**src/rtl/shift_add_mult_ctrl_if.sv**
```systemverilog
// Operand/result handshake bundle for the shift-and-add multiplier.
// Master is the operand source; slave is the multiplier controller.
interface shift_add_mult_ctrl_if #(
  parameter int WIDTH = 12
);
  logic               start;
  logic [WIDTH-1:0]   multiplicand;
  logic [WIDTH-1:0]   multiplier;
  logic               ready;
  logic               busy;
  logic               done;
  logic [2*WIDTH-1:0] product;

  modport master (
    output start,
    output multiplicand,
    output multiplier,
    input  ready,
    input  busy,
    input  done,
    input  product
  );

  modport slave (
    input  start,
    input  multiplicand,
    input  multiplier,
    output ready,
    output busy,
    output done,
    output product
  );
endinterface

```
**src/rtl/shift_add_mult_ctrl.sv**
```systemverilog
// Sequential shift-and-add multiplier: WIDTH iterations, then a one-cycle
// done pulse with the 2*WIDTH-bit product held until the next accept.
module shift_add_mult_ctrl #(
  parameter int WIDTH = 12
) (
  input  logic                 clk,
  input  logic                 reset_n,
  shift_add_mult_ctrl_if.slave bus
);
  localparam int PW = 2 * WIDTH;
  localparam int CW = $clog2(WIDTH + 1);

  typedef enum logic [1:0] {
    IDLE,
    RUN,
    DONE
  } state_t;

  state_t          state, state_n;
  logic [PW-1:0]   acc, acc_n;
  logic [PW-1:0]   mcand, mcand_n;
  logic [PW-1:0]   product, product_n;
  logic [WIDTH-1:0] mplr, mplr_n;
  logic [CW-1:0]   count, count_n;
  logic [PW-1:0]   acc_add;

  assign acc_add = mplr[0] ? acc + mcand : acc;

  always_ff @(posedge clk or negedge reset_n) begin
    if (!reset_n) begin
      state   <= IDLE;
      acc     <= '0;
      mcand   <= '0;
      mplr    <= '0;
      count   <= '0;
      product <= '0;
    end else begin
      state   <= state_n;
      acc     <= acc_n;
      mcand   <= mcand_n;
      mplr    <= mplr_n;
      count   <= count_n;
      product <= product_n;
    end
  end

  always_comb begin
    state_n   = state;
    acc_n     = acc;
    mcand_n   = mcand;
    mplr_n    = mplr;
    count_n   = count;
    product_n = product;
    unique case (state)
      IDLE: begin
        if (bus.start) begin
          mcand_n = PW'(bus.multiplicand);
          mplr_n  = bus.multiplier;
          acc_n   = '0;
          count_n = '0;
          state_n = RUN;
        end
      end
      RUN: begin
        acc_n   = acc_add;
        mcand_n = {mcand[PW-2:0], 1'b0};
        mplr_n  = mplr >> 1;
        count_n = count + 1'b1;
        // Last iteration: the product register takes the final sum directly.
        if (count == CW'(WIDTH - 1)) begin
          state_n   = DONE;
          product_n = acc_add;
        end
      end
      DONE: begin
        state_n = IDLE;
      end
      default: begin
        state_n = IDLE;
      end
    endcase
  end

  assign bus.ready   = (state == IDLE);
  assign bus.busy    = (state == RUN);
  assign bus.done    = (state == DONE);
  assign bus.product = product;
endmodule

```
**src/flat_wrapper.sv**
```systemverilog
// flat-port wrapper written by rule: the top's interface ports become plain ports
module shift_add_mult_ctrl_flat 
#(
  parameter int WIDTH = 12
)
  (clk, reset_n, bus_start, bus_multiplicand, bus_multiplier, bus_ready, bus_busy, bus_done, bus_product);
  shift_add_mult_ctrl_if #(.WIDTH(WIDTH)) bus_i ();
  input  logic clk;
  input  logic reset_n;
  input wire logic [$bits(bus_i.start)-1:0] bus_start;
  input wire logic [$bits(bus_i.multiplicand)-1:0] bus_multiplicand;
  input wire logic [$bits(bus_i.multiplier)-1:0] bus_multiplier;
  output wire logic [$bits(bus_i.ready)-1:0] bus_ready;
  output wire logic [$bits(bus_i.busy)-1:0] bus_busy;
  output wire logic [$bits(bus_i.done)-1:0] bus_done;
  output wire logic [$bits(bus_i.product)-1:0] bus_product;
  assign bus_i.start = bus_start;
  assign bus_i.multiplicand = bus_multiplicand;
  assign bus_i.multiplier = bus_multiplier;
  assign bus_ready = bus_i.ready;
  assign bus_busy = bus_i.busy;
  assign bus_done = bus_i.done;
  assign bus_product = bus_i.product;
  shift_add_mult_ctrl #(.WIDTH(WIDTH)) u_core (.clk(clk), .reset_n(reset_n), .bus(bus_i));
endmodule
```
**config.mk**
```make
export PLATFORM = sky130hd
export DESIGN_NAME = shift_add_mult_ctrl_flat
export DESIGN_NICKNAME = d
export VERILOG_FILES = /design/src/rtl/shift_add_mult_ctrl_if.sv /design/src/rtl/shift_add_mult_ctrl.sv /design/src/flat_wrapper.sv
export SDC_FILE = /design/constraint.sdc
export NUM_CORES = 1
export LEC_CHECK = 0
export BUFFER_PORTS_ARGS = -buffer_cell sky130_fd_sc_hd__buf_4
export CAP_MARGIN = 20
export CORE_UTILIZATION = 40
export CTS_CLUSTER_SIZE = 12
export DETAILED_ROUTE_END_ITERATION = 10
export SYNTH_ARGS = -nofsm -noshare
export SYNTH_HDL_FRONTEND = slang
export SYNTH_SLANG_ARGS = --single-unit
```
**constraint.sdc**
```tcl
create_clock -name clk -period 2.6 [get_ports clk]
set_clock_uncertainty 0.15 [all_clocks]
set_input_delay 0.39 -clock clk [delete_from_list [all_inputs] [get_ports clk]]
set_output_delay 0.39 -clock clk [all_outputs]
set_load 0.02 [all_outputs]
```
After elaboration in Yosys (flattened, before gate mapping)
Index checks and enable logic that the tools add are counted.
{ "word_totals": {"out_inout_bits": 27, "word_cells": 30, "regBits": 90, "inputBits": 27} }
{ "op_classes": {"reduce_logical": 5, "n_eq_ne": 5, "n_addsub": 2, "n_mux": 12} }
{ "ops": {"columns": ["op", "n"], "rows": [
  ["case mux 24 bit (2 select lines)", 2],
  ["two-way mux 24 bit", 3],
  ["adder 24 bit", 1],
  ["case mux 12 bit (2 select lines)", 1],
  ["two-way mux 12 bit", 1],
  ["case mux 4 bit (2 select lines)", 1],
  ["AND reduction 2 bit", 3],
  ["adder 4 x 1 -> 4 bit (second input constant)", 1],
  ["equality test 4 bit (second input constant)", 1],
  ["two-way mux 2 bit", 2],
  ["two-way mux 4 bit", 1],
  ["case mux 2 bit (2 select lines)", 1],
  ["equality test 2 x 1 -> 1 bit (second input constant)", 1],
  ["equality test 2 bit (second input constant)", 1],
  ["zero test 2 bit", 1],
  ["!= test 2 x 1 -> 1 bit (second input constant)", 1],
  ["!= test 2 bit (second input constant)", 1],
  ["nonzero test 2 bit", 1]
]} }

Logic depth before layout (Yosys ltp)
Gate-level depths: netlist of run 1.
{ "logic_depth": {"ltp_word": 3, "depth_mapped": 10, "depth_no_buf": 10} }

Least setup slack after synthesis of run 1
Ideal clock, no wire load.
{ "synth_timing": {"path_kind": "register to register", "startpoint": "register u_core.mcand[0]", "endpoint": "register u_core.product[22] (netlist: u_core.bus.product[22])", "path_buffers": 0, "required_ps": 2385, "setup_time_ps": 65, "path_stages_with_launch": 11, "arrival_ps": 2170, "slack_ps": 215, "period_less_slack_ps": 2385, "path_cell_list": "dfrtp_1 > ha_1 > inv_1 > fa_1 > nor2b_1 > o211ai_1 > a211o_1 > a31oi_1 > o21ai_1 > mux2_1 > nand2_1"} }
{ "synth_between": {"elab_chain_cells": 2} }
{ "synth_lines": {"columns": ["item", "line_no", "source"], "rows": [
  ["start, declared", "shift_add_mult_ctrl.sv:21", "logic [PW-1:0] mcand, mcand_n;"],
  ["start signal, assigned", "shift_add_mult_ctrl.sv:40", "mcand <= mcand_n;"],
  ["adder 24 bit", "shift_add_mult_ctrl.sv:27", "assign acc_add = mplr[0] ? acc + mcand : acc;"],
  ["two-way mux 24 bit", "shift_add_mult_ctrl.sv:27", null],
  ["end signal, assigned", "shift_add_mult_ctrl.sv:43", "product <= product_n;"],
  ["end, declared", "shift_add_mult_ctrl.sv:22", "logic [PW-1:0] product, product_n;"]
]} }
No other way between the ends.
A chain may end at the register's enable or synchronous reset.

Final worst setup path of run 1
{ "layout_timing": {"startpoint": "register u_core.acc[0]", "endpoint": "register u_core.product[18] (netlist: u_core.bus.product[18])"} }
{ "layout_between": {"elab_chain_cells": 2} }
{ "layout_lines": {"columns": ["item", "line_no", "source"], "rows": [
  ["start, declared", "shift_add_mult_ctrl.sv:20", "logic [PW-1:0] acc, acc_n;"],
  ["start signal, assigned", "shift_add_mult_ctrl.sv:39", "acc <= acc_n;"],
  ["adder 24 bit", "shift_add_mult_ctrl.sv:27", null],
  ["two-way mux 24 bit", "shift_add_mult_ctrl.sv:27", null]
]} }
No other way between the ends.

==> results of run 1 <==
worst min-delay path by stage:
stage                            from                    end  slack, ns
detailed placement            reset_n  u_core.bus.product[7]       0.23
global route        bus_multiplier[8]         u_core.mplr[8]       0.19
global placement              reset_n  u_core.bus.product[7]       0.22
finish              bus_multiplier[6]         u_core.mplr[6]       0.17
CTS                 bus_multiplier[8]         u_core.mplr[8]       0.17
floorplan                     reset_n          u_core.acc[0]      -0.06
registers in the layout (all words and copies together) (netlist names):
signal / flops
u_core.acc: 24
u_core.state: 2
u_core.count: 4
u_core.mplr: 12
u_core.bus.product: 24
u_core.mcand: 24
per-stage QoR:
step	instance area (um2)	hold slack (ns)	total power [mW]	instances	worst slack [ns]
floorplan	5210	-0.05559	4.352	562	0.2151
global placement	5934	0.2248	5.429	785	0.06668
detailed placement	5934	0.2304	5.506	785	0.01015
CTS	6267	0.1691	6.945	801	0.0008225
global route	6372	0.1877	7.526	801	-0.1082
finish	6372	0.1710	7.013	801	-0.01441
cell families (layout without fill, tap and decap cells):
| family | Yosys count | count (layout) | synth area share (%) |
|---|---|---|---|
| flip-flops | 90 | 90 | 43.23 |
| AND/OR/NAND/NOR | 159 | 159 | 15.54 |
| XOR/XNOR | 19 | 19 | 3.194 |
| AO/OA/AOI/OAI | 215 | 215 | 26.34 |
| adder cells (fa/ha/maj) | 25 | 25 | 6.148 |
| multiplexers | 13 | 13 | 2.546 |
| buffers and inverters | 41 | 108 | 3.002 |
area by class of cell:
type	instances	area, um2	share of cell area, %
clock buffers	10	239.0	3.750
clock inverters	5	78.83	1.237
inverters	10	37.54	0.5890
multi-input cells	431	2912	45.69
flip-flops and latches	90	2252	35.34
well taps	172	215.2	3.377
repair buffers	83	638.1	10.01
placed cells by master (no fill, tap or decap), types with 11 or more instances in the layout:
master | Yosys | routed
a21oi_1 | 56 | 54
a22o_1 | 24 | 24
a22oi_1 | 21 | 21
buf_4 | 0 | 81
dfrtp_1 | 90 | 90
ha_1 | 24 | 18
mux2i_1 | 11 | 11
nand2_1 | 63 | 62
nand3_1 | 14 | 14
nor2_1 | 14 | 14
nor2b_1 | 28 | 27
nor3b_1 | 11 | 11
o21ai_0 | 73 | 67
xnor2_1 | 13 | 13
repair_timing:
action                                  CTS  global route
cloned                                    0             0
gates resized for setup                   1            28
hold buffers                              1             0
pin swaps                                 1             8
endpoints found under the setup margin    3            21
hold endpoints to repair                 32             0
power breakdown:
group / switching, mW / internal (mW) / total [mW]
logic: 1.81 / 1.41 / 3.22
clock network: 0.550 / 0.861 / 1.41
registers: 0.487 / 1.90 / 2.38
total: 2.85 / 4.16 / 7.01
layer usage:
metal | track usage (%) | vias to the layer above
li1 | - | 2178
met1 | 31.18 | 2175
met2 | 33.97 | 99
met3 | 3.581 | 16
met4 | 8.205 | 0
met5 | 0 | -
critical path, cell delays in order (launching register included):
cell and delay [ns]:
dfrtp_1 0.37, ha_2 0.20, inv_2 0.04, fa_2 0.36, nor2b_2 0.15, o211ai_1 0.17
a211o_1 0.43, nand2_2 0.12, a311oi_2 0.10, xnor2_1 0.29, a2bb2oi_1 0.17
==> results.toml, run 1 <==
[grt]
grt.overflow.total = 0
antenna_found_initial = 0
grt_max_degree = 51
grt_pass1_wl_um = 22320
first_global_vias = 4172
track_usage_pct = 22.03

[timing]
slew_headroom_pct = 61.61
finalCritPeriodShare_pct = 100.6
rsz0062_at_grt = "true"
fmax_ghz = 0.3825
worst_slew_pin_slew_ns = 0.5759
layout_setup_ws_ns = -0.01441
hold_viol = 0
period_minus_slack_ns = 2.614
setup_violations = 2
setup_tns_ns = -0.01813
final_max_slew_viol_count = 0

[setup_path]
r2r_slack_ns = -0.01
worstSetupEndpointType = "flip-flop"
worstPathArrival_ns = 2.74
timing.rr.start = "u_core.acc[0]"
r2r-end = "u_core.bus.product[18]"
required_ns = 2.73
cp_max_fo = 4
ff2ff_path_depth = 10
critPathKind = "flip-flop to flip-flop"
crit_path_start_kind = "flip-flop"
critPathLaunch = "u_core.acc[0]"
endpoint = "u_core.bus.product[18]"

[yosys]
synthTopCellsByArea = "dfrtp_1, o21ai_0, ha_1"
yosys-top-cells-count = "dfrtp_1, o21ai_0, nand2_1"
yosysTopAreaCellShare_pct = 43.23
synthesis.area_um2 = 5210
avgSynthCellArea_um2 = 9.270
synth-edff-count = 0
synth_cells = 562
synth_top_area_cell = "dfrtp_1"
yosys_register_bits = 90
ys_warn_count = 0
synth-main-ff-cell = "dfrtp_1"
syn_nets = 614
ys_types = 58
synth.most_common_cell = "dfrtp_1"
async_flop_share_pct = 100.0
yosysSeqAreaShare_pct = 43.23

[power]
power.density_nw_per_um2 = 1101
ir_worst_vdd_mv = 0.3994
p_leak_nw = 2.822

[drt]
wl_met1_um = 6751
met2_length_um = 6358
remaining_drc_errors = 0
drt.antenna.violating_nets = 0
wl_per_cell_um = 17.44
drt_iter0_markers = 245
wl_met3_um = 637
topRoutingLayerUsed = "met4"
via_count = 4468
vias_per_cell = 5.578
firstDrtPassIters = 4
wirelength_um = 13970

[cts]
cts.sinks = 90
postCtsSetupRepairBufs = 0
cts_tree = "built"
tritoncts.num_buffers = 9
htreeDepth = 3
clk-insertion-delay-late_ns = 0.35
root_buffer = "clkbuf_16"
cts.clk_slew.worst_paths_ns = 0.07
cts_max_path_buffers = 2

[die]
die_x_um = 116.1
core_um2 = 12670
rows = 41
die_h_um = 116.1
die-area_um2 = 13490
io-pin-count = 54
start_util_pct = 41.12

[run_status]
status = "finished, violations left"
failed_checks = "negative setup slack"

[finish]
areaGrowthSynthToFinish_pct = 22.31
nFillCells = 1193
utilization_pct = 50.29
nets = 677
drive_gt1_share_pct = 20.83
antenna_cells = 0

[flow_run]
drv_cap = 0

[worst_hold_path]
hold_class = "primary input to flip-flop"
holdPathStages = 3

[placement]
numPortBuffers = 53
gp_congestion = 0.8472
dp_hpwl_um = 9941
(Power assumes the default switching activity.)
==> inputs of run 2 (changes only) <==
- BUFFER_PORTS_ARGS: -buffer_cell sky130_fd_sc_hd__buf_4 -> -buffer_cell sky130_fd_sc_hd__buf_2
- CORE_UTILIZATION: 40 -> 30
==> run 2 against run 1 <==
  * The flow now finishes without violations
  * Combinational power fell by 2%
  * Final cell count rose by 6.0%
  * Sequential cell count did not move
  * Hold slack improved by 0.0094 ns
  * Largest power group unchanged
  * Total power fell by 2.6%
  * Critical path type unchanged
  * Setup slack improved by 0.029 ns
  * Count of clock-buffer cells in the layout rose by 1
  * Register-to-register slack improved by 0.03 ns
  * Critical path depth did not move
==> results.toml, run 2 (synthesis gave the netlist of run 1 again) <==
[timing]
period_minus_slack_ns = 2.586
final_max_slew_viol_count = 0
worst_slew_pin_slew_ns = 0.6267
fmax_ghz = 0.3868
rsz0062_at_grt = "true"
hold_viol = 0
setup_tns_ns = 0
setup_violations = 0
slew_headroom_pct = 58.22
finalCritPeriodShare_pct = 99.44

[worst_hold_path]
hold_class = "primary input to flip-flop"

[finish]
multi_input_area_um2 = 2939
antenna_cells = 0
layout_common_cells = "dfrtp_1, o21ai_0, nand2_1"
drive_gt1_share_pct = 20.99
nets = 677
seqCellArea_um2 = 2252
areaGrowthSynthToFinish_pct = 21.23
top_regs = "u_core.acc (24), u_core.bus.product (24), u_core.mcand (24)"
nFillCells = 1715
layout_commonest_cell = "dfrtp_1"

[grt]
grt.overflow.total = 0
grt_max_degree = 47
antenna_found_initial = 0
grt_pass1_wl_um = 23660
track_usage_pct = 16.85
first_global_vias = 4611

[setup_path]
critPathKind = "flip-flop to flip-flop"
worstSetupEndpointType = "flip-flop"
worstPathArrival_ns = 2.72
cp_max_fo = 4
crit_path_start_kind = "flip-flop"
required_ns = 2.74

[run_status]
status = "complete, no violations"

[cts]
htreeDepth = 3
clk-insertion-delay-late_ns = 0.35
cts.sinks = 90
cts.clk_slew.worst_paths_ns = 0.06
root_buffer = "clkbuf_16"
tritoncts.num_buffers = 9
cts_max_path_buffers = 2
cts_tree = "built"

[die]
start_util_pct = 31.09
die_h_um = 133.8
core_um2 = 16760
io-pin-count = 54
die-area_um2 = 17900
die_x_um = 133.8
rows = 47

[drt]
firstDrtPassIters = 4
via_count = 4470
remaining_drc_errors = 0
vias_per_cell = 5.265
drt_iter0_markers = 206
drt.antenna.violating_nets = 0
wirelength_um = 14260
wl_per_cell_um = 16.80

[placement]
numPortBuffers = 53
dp_hpwl_um = 10160
gp_congestion = 0.8539

[power]
p_leak_nw = 2.800
ir_worst_vdd_mv = 0.3595
finalPower_mw = 6.834
power.density_nw_per_um2 = 1082

[flow_run]
drv_cap = 0
run 2: changes by cell type in the layout (fill, tap and decap cells not counted), sizes merged:
cell | previous run | this run
bufinv | 2 | 1
clkbuf | 10 | 11
clkinv | 4 | 3
clkinvlp | 0 | 1
run 2: per-layer routing:
layer  global-route usage [%]  vias up  routed length [um]
met5                        0        -                   0
met4                    6.250        0                 222
met3                    3.212       15                 559
met2                    26.94       74                6723
met1                    22.58     2197                6759
li1                         -     2184                   -
run 2: worst paths after layout:
kind | startpoint | endpoint | slack [ns] | depth (start not counted)
worst min register to register | u_core.bus.product[6] | u_core.bus.product[6] | 0.31 | 2
max in group asynchronous | reset_n | u_core.acc[6] | 1.28 | 3
min in group asynchronous | reset_n | u_core.mplr[3] | 0.37 | 2
worst max-delay path | u_core.acc[0] | u_core.bus.product[22] | 0.01 | 10
worst min-delay path | bus_multiplier[1] | u_core.mplr[1] | 0.18 | 3
worst max register to register | u_core.acc[0] | u_core.bus.product[22] | 0.01 | 10
run 2: power by group:
part           internal (mW)  total, mW  switching [mW]
Combinational           1.30       3.17            1.88
Sequential              1.90       2.33           0.433
Clock                  0.792       1.33           0.541
Total                   3.98       6.83            2.85
run 2: repair_timing:
action	CTS	global route
hold endpoints to repair	27	0
hold buffers	1	0
pin swaps	2	8
gates resized for setup	2	28
setup buffers	1	4
endpoints found under the setup margin	6	23
run 2: final cells by class:
class / count / area share [%]
clock buffers: 11 / 4.002
clock inverters: 4 / 0.8122
inverters: 10 / 0.5943
multi-input cells: 431 / 46.53
flip-flops and latches: 90 / 35.66
well taps: 220 / 4.358
repair buffers: 83 / 8.043
run 2: per-stage QoR:
| stage | instances | hold slack, ns | setup slack, ns | area [um2] | utilization [%] |
|---|---|---|---|---|---|
| after floorplan | 562 | -0.05559 | 0.2151 | 5210 | - |
| after global placement | 828 | 0.1930 | 0.05597 | 5827 | 34.77 |
| after detailed placement | 828 | 0.1962 | -0.03152 | 5827 | 34.77 |
| after CTS | 845 | 0.1624 | 0.03149 | 6156 | 36.73 |
| after global routing | 849 | 0.1999 | -0.06622 | 6316 | 37.69 |
| final | 849 | 0.1803 | 0.01445 | 6316 | 37.69 |
run 2: worst max-delay path, cell delays in order (launching register included):
cell and delay [ns]:
dfrtp_1 0.37, ha_2 0.20, inv_2 0.04, fa_2 0.36, nor2b_2 0.14, o211ai_1 0.15
a211o_1 0.42, a31oi_1 0.18, o21ai_1 0.13, mux2_1 0.32, nand2_1 0.06
==> inputs of run 3 (changes only) <==
- CORE_MARGIN: unset -> 3
==> run 3 against run 2 <==
  * Core utilization fell by 0.53 points
  * Final cell count fell by 0.59%
  * Sequential share of layout area rose by 0.39 points
  * Critical path depth did not move
  * Register-to-register slack improved by 0.02 ns
  * Hold slack got worse by 0.011 ns
  * Sequential cell count did not move
  * Design area fell by 1.1%
  * Via count rose by 0.72%
  * Count of clock-buffer cells in the layout did not move
  * First-iteration DRC count rose by 43%
==> results.toml, run 3 (synthesis gave the netlist of run 1 again) <==
[die]
rows = 47
start_util_pct = 30.98
die-area_um2 = 18980
io-pin-count = 54
core_um2 = 16820
die_x_um = 137.8
die_h_um = 137.8

[power]
intPower_mw = 3.926
power_switching_mw = 2.848
power_frac_seq_pct = 35.0
switching_share_pct = 42.04
power.density_nw_per_um2 = 1084
power_frac_clock_pct = 20.5
p_leak_nw = 2.784
ir_worst_vdd_mv = 0.4054
p_comb_share_pct = 44.6

[cts]
cts_tree = "built"
clk-insertion-delay-late_ns = 0.35
cts_max_path_buffers = 2
cts.clk_slew.worst_paths_ns = 0.07
tritoncts.num_buffers = 9
cts.sinks = 90
htreeDepth = 3
root_buffer = "clkbuf_16"

[finish]
nets = 671
layout_common_cells = "dfrtp_1, o21ai_0, nand2_1"
areaGrowthSynthToFinish_pct = 19.93
utilization_pct = 37.15
drive_gt1_share_pct = 19.87
layout_commonest_cell = "dfrtp_1"
antenna_cells = 0
nFillCells = 1733
top_regs = "u_core.acc (24), u_core.bus.product (24), u_core.mcand (24)"
final_cells = 844

[setup_path]
cp_max_fo = 4
max_stage_delay_ns = 0.41
r2r_slack_ns = 0.03
worstSetupEndpointType = "flip-flop"
crit_path_cell_trace = "ha_2, inv_2, fa_2, nor2b_2, o211ai_1, a211o_1, a31oi_2, o21ai_2, mux2_4, nand2_2"
cp_top_family = "compound AO/OA/AOI/OAI gates"
critPathSlowestCell = "a211o_1"
path_buf_inv = 1
required_ns = 2.75
critPathKind = "flip-flop to flip-flop"
worstPathArrival_ns = 2.71
crit_path_start_kind = "flip-flop"

[drt]
wl_per_cell_um = 16.59
vias_per_cell = 5.334
remaining_drc_errors = 0
via_count = 4502
drt.antenna.violating_nets = 0
firstDrtPassIters = 5
drt_iter0_markers = 295
wirelength_um = 14000

[timing]
fmax_ghz = 0.3899
worst_slew_pin_slew_ns = 0.5820
slew_headroom_pct = 61.20
holdWs_ns = 0.1696
period_minus_slack_ns = 2.565
rsz0062_at_grt = "true"
hold_viol = 0
setup_violations = 0
layout_setup_ws_ns = 0.03491
finalCritPeriodShare_pct = 98.66
final_max_slew_viol_count = 0

[placement]
gp_congestion = 0.8884
numPortBuffers = 53
place_ws_ns = -0.004964
dp_cells = 824
dp_hpwl_um = 9967

[flow_run]
drv_cap = 0

[grt]
grt_pass1_wl_um = 23390
first_global_vias = 4499
grt_max_degree = 47
track_usage_pct = 15.56
antenna_found_initial = 1
grt.overflow.total = 0

[worst_hold_path]
hold_class = "primary input to flip-flop"

[run_status]
status = "complete, no violations"
==> run 3: power groups by stage <==
| stage | clock network (mW) | registers [mW] | logic (mW) |
|---|---|---|---|
| 2_1_floorplan | 0 | 2.38 | 1.97 |
| 6_report | 1.39 | 2.37 | 3.02 |
| 4_1_cts | 1.42 | 2.35 | 2.93 |
| 3_3_place_gp | 0 | 2.36 | 2.85 |
| 5_1_grt | 1.47 | 2.44 | 3.39 |
| 3_5_place_dp | 0 | 2.37 | 2.92 |
==> run 3: layout make-up <==
class	instances	area [um2]	share of cell area (%)
multi-input combinational	431	2907	46.52
sequential	90	2252	36.04
timing repair buffer	77	462.9	7.409
tap	220	275.3	4.405
clock buffer	11	252.7	4.045
clock inverter	5	61.31	0.9812
inverter	10	37.54	0.6007
==> run 3: worst min-delay path: stages <==
cell,delay [ns]
buf_2,0.07
a21oi_1,0.04
o21ai_0,0.13
==> run 3: per-stage QoR <==
| stage | TNS, ns | area, um2 | total power [mW] |
|---|---|---|---|
| final | 0 | 6248 | 6.775 |
| after floorplan | 0 | 5210 | 4.352 |
| after CTS | -0.01705 | 6121 | 6.714 |
| after global placement | 0 | 5797 | 5.208 |
| after global routing | -0.3748 | 6248 | 7.299 |
| after detailed placement | -0.004964 | 5797 | 5.290 |
==> run 3: what timing repair did <==
item	CTS	global route
hold endpoints to repair	32	0
gates resized for setup	0	28
pin swaps	1	7
hold buffers	1	0
setup endpoints to repair	4	23
buffers inserted	0	3
==> run 3: worst paths after layout <==
kind,from,endpoint,cells past startpoint
max in group asynchronous,reset_n,u_core.acc[21],3
worst max register to register,u_core.acc[0],u_core.bus.product[22],10
worst min-delay path,bus_multiplicand[7],u_core.mcand[7],3
worst min register to register,u_core.bus.product[9],u_core.bus.product[9],2
worst max-delay path,u_core.acc[0],u_core.bus.product[22],10
min in group asynchronous,reset_n,u_core.mcand[12],2
==> run 3: routing by layer <==
metal	vias up	track usage, %	share of wire, %
li1	2164	-	-
met2	107	25.19	46
met4	2	4.555	1.7
met3	21	3.981	5.5
met5	-	0	0.050
met1	2208	20.56	46
